`src/rtl/fetch_entry_queue.sv`:
```
// Fetch entry queue: FWFT buffer between frontend and decode.
// Accepting an exception entry blocks further pushes until flush.
package config_pkg;
  typedef struct packed {
    int unsigned XLEN;
  } cva6_cfg_t;
  localparam cva6_cfg_t cva6_cfg_empty = '{XLEN: 32};
endpackage

package ariane_pkg;
  typedef struct packed {
    logic        valid;
    logic [5:0]  cause;
    logic [31:0] tval;
  } exception_t;

  typedef struct packed {
    logic [31:0] address;
    logic [31:0] instruction;
    exception_t  ex;
  } fetch_entry_t;
endpackage

module fetch_entry_queue #(
  parameter config_pkg::cva6_cfg_t CVA6Cfg = config_pkg::cva6_cfg_empty,
  parameter int unsigned DEPTH = 4
) (
  input  logic clk_i,
  input  logic rst_ni,
  input  logic flush_i,
  input  logic [$bits(ariane_pkg::fetch_entry_t)-1:0] fetch_entry_i,
  input  logic fetch_entry_valid_i,
  output logic fetch_entry_ready_o,
  output logic [$bits(ariane_pkg::fetch_entry_t)-1:0] fetch_entry_o,
  output logic fetch_entry_valid_o,
  input  logic fetch_entry_ready_i,
  output logic [$clog2(DEPTH):0] usage_o,
  output logic ex_hold_o
);
  import ariane_pkg::*;

  localparam int unsigned AW = $clog2(DEPTH);
  localparam logic [AW:0] FULL = (AW + 1)'(DEPTH);

  localparam logic STATE_RUN     = 1'b0;
  localparam logic STATE_EX_HOLD = 1'b1;

  if (DEPTH < 2 || DEPTH > 16 || (DEPTH & (DEPTH - 1)) != 0 ||
      CVA6Cfg.XLEN == 0) begin : g_bad_cfg
    $error("fetch_entry_queue: illegal DEPTH or configuration");
  end

  fetch_entry_t mem_q [DEPTH];
  fetch_entry_t entry_in;

  logic [AW-1:0] head_q, tail_q;
  logic [AW:0]   usage_q;
  logic          state_q;
  logic          push, pop;

  assign entry_in = fetch_entry_t'(fetch_entry_i);

  // rst_ni gates the handshakes so nothing moves while reset is low
  assign fetch_entry_ready_o = rst_ni && (usage_q != FULL) &&
                               (state_q == STATE_RUN);
  assign fetch_entry_valid_o = rst_ni && (usage_q != '0) && !flush_i;

  assign push = fetch_entry_valid_i && fetch_entry_ready_o && !flush_i;
  assign pop  = fetch_entry_valid_o && fetch_entry_ready_i;

  assign fetch_entry_o = mem_q[head_q];
  assign usage_o       = usage_q;
  assign ex_hold_o     = (state_q == STATE_EX_HOLD);

  always_ff @(posedge clk_i) begin
    if (!rst_ni || flush_i) begin
      head_q  <= '0;
      tail_q  <= '0;
      usage_q <= '0;
      state_q <= STATE_RUN;
    end else begin
      if (push) tail_q <= tail_q + 1'b1;
      if (pop)  head_q <= head_q + 1'b1;
      unique case ({push, pop})
        2'b10:   usage_q <= usage_q + 1'b1;
        2'b01:   usage_q <= usage_q - 1'b1;
        default: usage_q <= usage_q;
      endcase
      if (push && entry_in.ex.valid) state_q <= STATE_EX_HOLD;
    end
  end

  // storage is deliberately left unreset
  always_ff @(posedge clk_i) begin
    if (push) mem_q[tail_q] <= entry_in;
  end
endmodule

```
`config.mk`:
```
export PLATFORM = sky130hd
export DESIGN_NAME = fetch_entry_queue
export DESIGN_NICKNAME = d
export VERILOG_FILES = /design/src/rtl/fetch_entry_queue.sv
export SDC_FILE = /design/constraint.sdc
export NUM_CORES = 1
export LEC_CHECK = 0
export ABC_AREA = 1
export CORE_MARGIN = 4
export CORE_UTILIZATION = 54
export DETAILED_ROUTE_END_ITERATION = 7
export GPL_TIMING_DRIVEN = 0
export PLACE_DENSITY = 0.79
export SETUP_SLACK_MARGIN = 0.02
export SLEW_MARGIN = 5
export SYNTH_ARGS = -nofsm -noshare
export SYNTH_HDL_FRONTEND = slang
export SYNTH_SLANG_ARGS = --single-unit
```
`constraint.sdc`:
```
create_clock -name clk_i -period 6.7 [get_ports clk_i]
set_clock_uncertainty 0.2 [all_clocks]
set_input_delay 0.67 -clock clk_i [delete_from_list [all_inputs] [get_ports clk_i]]
set_output_delay 0.67 -clock clk_i [all_outputs]
set_load 0.05 [all_outputs]
```
==> flow_summary_export.csv <==
group,metric,value,unit
worst_setup_path,reg2reg_to,"mem_q[1][5]",
detailed_routing,met3_length,3.48,mm
worst_setup_path,crit_family,"buffers and inverters",
global_routing,grt_max_degree,30,
placed_design,pre_cts_slack,2.88,ns
synth,seq_area_frac_synth,79.7,%
clocking,clock-sinks,422,
pwr,p_total,5.42,mW
sta,timing.slew.headroom,38.5,%
sta,finalHoldViolCount,0,
synth,ys_top_cells_by_area,"edfxtp_1 (78%), o21ai_0 (6.4%), nor2_1 (5.3%), o22ai_1 (4.1%), dfxtp_1 (1.3%)",
min_path,hold_end,"ex_hold_o",
synth,async_flop_share,0,%
sta,finalSetupViolCount,0,
worst_setup_path,r2r_setup_slack,3.66,ns
sta,finalCriticalPeriod,3.92,ns
worst_setup_path,cp_data_required_time,5.83,ns
detailed_routing,drtAntennaViolNets,0,
clocking,cts_tree,"yes",
die,initial_core_util,54.8,%
global_routing,track_usage,22.6,%
worst_setup_path,cp.arrival,3.05,ns
placed_design,gp_congestion,0.746,
detailed_routing,wl_per_cell,20.9,um
worst_setup_path,r2r-start,"usage_o[1]",
worst_setup_path,crit_chain,"buf_2, clkbuf_1, o21ai_0, o22ai_1, clkdlybuf4s50_1",
detailed_routing,wl_met2,18.3,mm
sta,finalSetupTns,0,ns
worst_setup_path,cp_slowest_stage_delay,0.84,ns
synth,syn_area,0.0158,mm2
job,drv_cap,0,
worst_setup_path,crit_fanout,10,
synth,synth_top_area_share,78.5,%
synth,synth_ff_type,"edfxtp_1",
pwr,vdd_drop_max,0.224,mV
global_routing,grt_pass1_vias,9903,
placed_design,dp_hpwl,23.4,mm
detailed_routing,vias,10022,
die,die_h,179,um
synth,synth-edff-count,412,
worst_setup_path,startpoint_type,"flip-flop",
die,dieWidth,179,um
sta,tightest_slew,0.920,ns
detailed_routing,routed.top_layer,"met4",
worst_setup_path,end_kind,"primary output",
detailed_routing,wirelength,37.0,mm
clocking,clkLatencyLatePin,0.52,ns
sta,max_freq,255,MHz
die,core,0.0288,mm2
clocking,cts_setup_buffers,0,
sta,drv_slew,0,
sta,setup_ws,2.78,ns
detailed_routing,drcViolationCount,0,
worst_setup_path,cp_slowest_cell,"clkdlybuf4s50_1",
synth,yosys.area.top_type,"edfxtp_1",
clocking,cts_buffer_depth,3,
worst_setup_path,crit_type,"reg2out",
detailed_routing,wl_met1,14.4,mm
synth,synth.most_common_cell,"edfxtp_1",
detailed_routing,viasPerCell,5.67,
sta,period_share,58.6,%
clocking,cts-hold-fix-buffers,0,
cells_and_area,layout-drive-gt1-share,7.53,%
synth,syn_inst,1077,
pwr,power_leakage,6.68,nW
min_path,min_path_type,"reg2reg",
detailed_routing,drtPass1Iterations,5,
sta,rsz0062_at_grt,"false",
clocking,cts_buffers,42,
global_routing,overflow,0,
pwr,p_per_area,270,mW/mm2
clocking,cts-root-buf,"clkbuf_16",
worst_setup_path,r2r_cells,6,
worst_setup_path,crit_buf_inv,3,
synth,postSynthNetCount,1191,
outcome,status,"finished clean",
die,die-area,0.0320,mm2
global_routing,grt_pass1_wl,55.3,mm
min_path,hold_path_depth,2,
cells_and_area,fin_util,69.7,%
die,io_pins,217,
cells_and_area,synthToLayoutAreaGrowth,27.2,%
cells_and_area,final_nets,1465,
clocking,cts_max_level,2,
synth,yosys.cell_types.count,19,
synth,synth.avg_cell_area,14.6,um2
synth,synthTopCellsByCount,"edfxtp_1 (412), nor2_1 (223), o21ai_0 (202)",
min_path,min_from,"ex_hold_o",
placed_design,portBuffers,216,
detailed_routing,drt_iter0_drc,835,
clocking,cts_resized,0,
die,row_count,62,
synth,ys_warn_count,0,
synth,synth-seq-cells,422,
clocking,clkTransAtPathRegs,0.06,ns
global_routing,antenna_found_initial,0,
## report_power, final
group | internal (mW) | leakage, nW | switching [mW]
sequential | 2.92 | 3.80 | 0.00628
combinational | 0.106 | 2.24 | 0.156
clock | 1.31 | 0.643 | 0.914
## layout by cell type (no fill, tap or decap), types with 2 or more instances in the layout
cell type	n
inv_1	19
nor2_1	219
dfxtp_1	10
buf_16	3
clkinv_1	8
buf_4	5
clkbuf_8	2
nor2_4	4
bufinv_16	3
buf_6	14
clkdlybuf4s50_1	216
o21ai_0	202
o22ai_1	103
nand4_1	3
buf_2	8
clkinv_2	7
edfxtp_1	412
diode_2	2
clkbuf_16	43
clkbuf_1	50
buf_12	11
ha_1	5
nand2_1	16
a21oi_1	6
inv_6	2
o21ai_1	6
nand3_1	2
## layer usage
metal | global-route usage (%) | vias up
li1 | - | 4612
met1 | 31.4 | 4862
met2 | 37.5 | 484
met3 | 4.32 | 64
met4 | 5.40 | 0
met5 | 0 | -
## flip-flops by register name, summed over array words and instances (netlist names), named ones only
register	count
ex_hold_o	1
head_q	2
mem_q	412
tail_q	2
usage_o	3
## cell type report
type,instances,area (um2)
Antenna cell,2,5.00
Buffer,67,385
Clock buffer,55,1140
Clock inverter,20,171
Fill cell,1846,8720
Inverter,20,80.1
Multi-Input combinational cell,568,2760
Sequential cell,422,12600
Tap cell,384,480
Timing Repair Buffer,230,2460
## worst register-to-register path: cells and delay by family, from the launching register on
| family | cells | cell delay (ns) |
|---|---|---|
| and+or+nand+nor | 4 | 1.55 |
| DFF | 1 | 0.40 |
| buffers and inverters | 2 | 0.56 |
## logic make-up (layout without fill, tap and decap cells)
kind of cell	after synthesis	after routing	synth area share, %
AOI/OAI and AO/OA	317	317	10.9
adders and majority gates	6	6	0.524
buffers and inverters	87	392	2.95
DFF	422	422	79.7
other	0	2	0
and+or+nand+nor	245	245	5.91
## worst max path at each step
stage,to,cells past startpoint,start
floorplan,mem_q[0][0],4,usage_o[1]
global placement,mem_q[0][69],5,rst_ni
detailed placement,mem_q[1][84],7,rst_ni
CTS,fetch_entry_o[47],5,flip-flop
global route,fetch_entry_o[80],6,flip-flop
finish,fetch_entry_o[16],5,flip-flop
## per-stage QoR
| step | cells | hold WS [ns] | cell area (um2) |
|---|---|---|---|
| detailed placement | 1691 | 0.277 | 18700 |
| finish | 1768 | 0.292 | 20100 |
| CTS | 1766 | 0.287 | 20100 |
| global route | 1766 | 0.300 | 20100 |
| global placement | 1677 | 0.276 | 18400 |
| floorplan | 1077 | 0.271 | 15800 |
(Power assumes the default switching activity.)
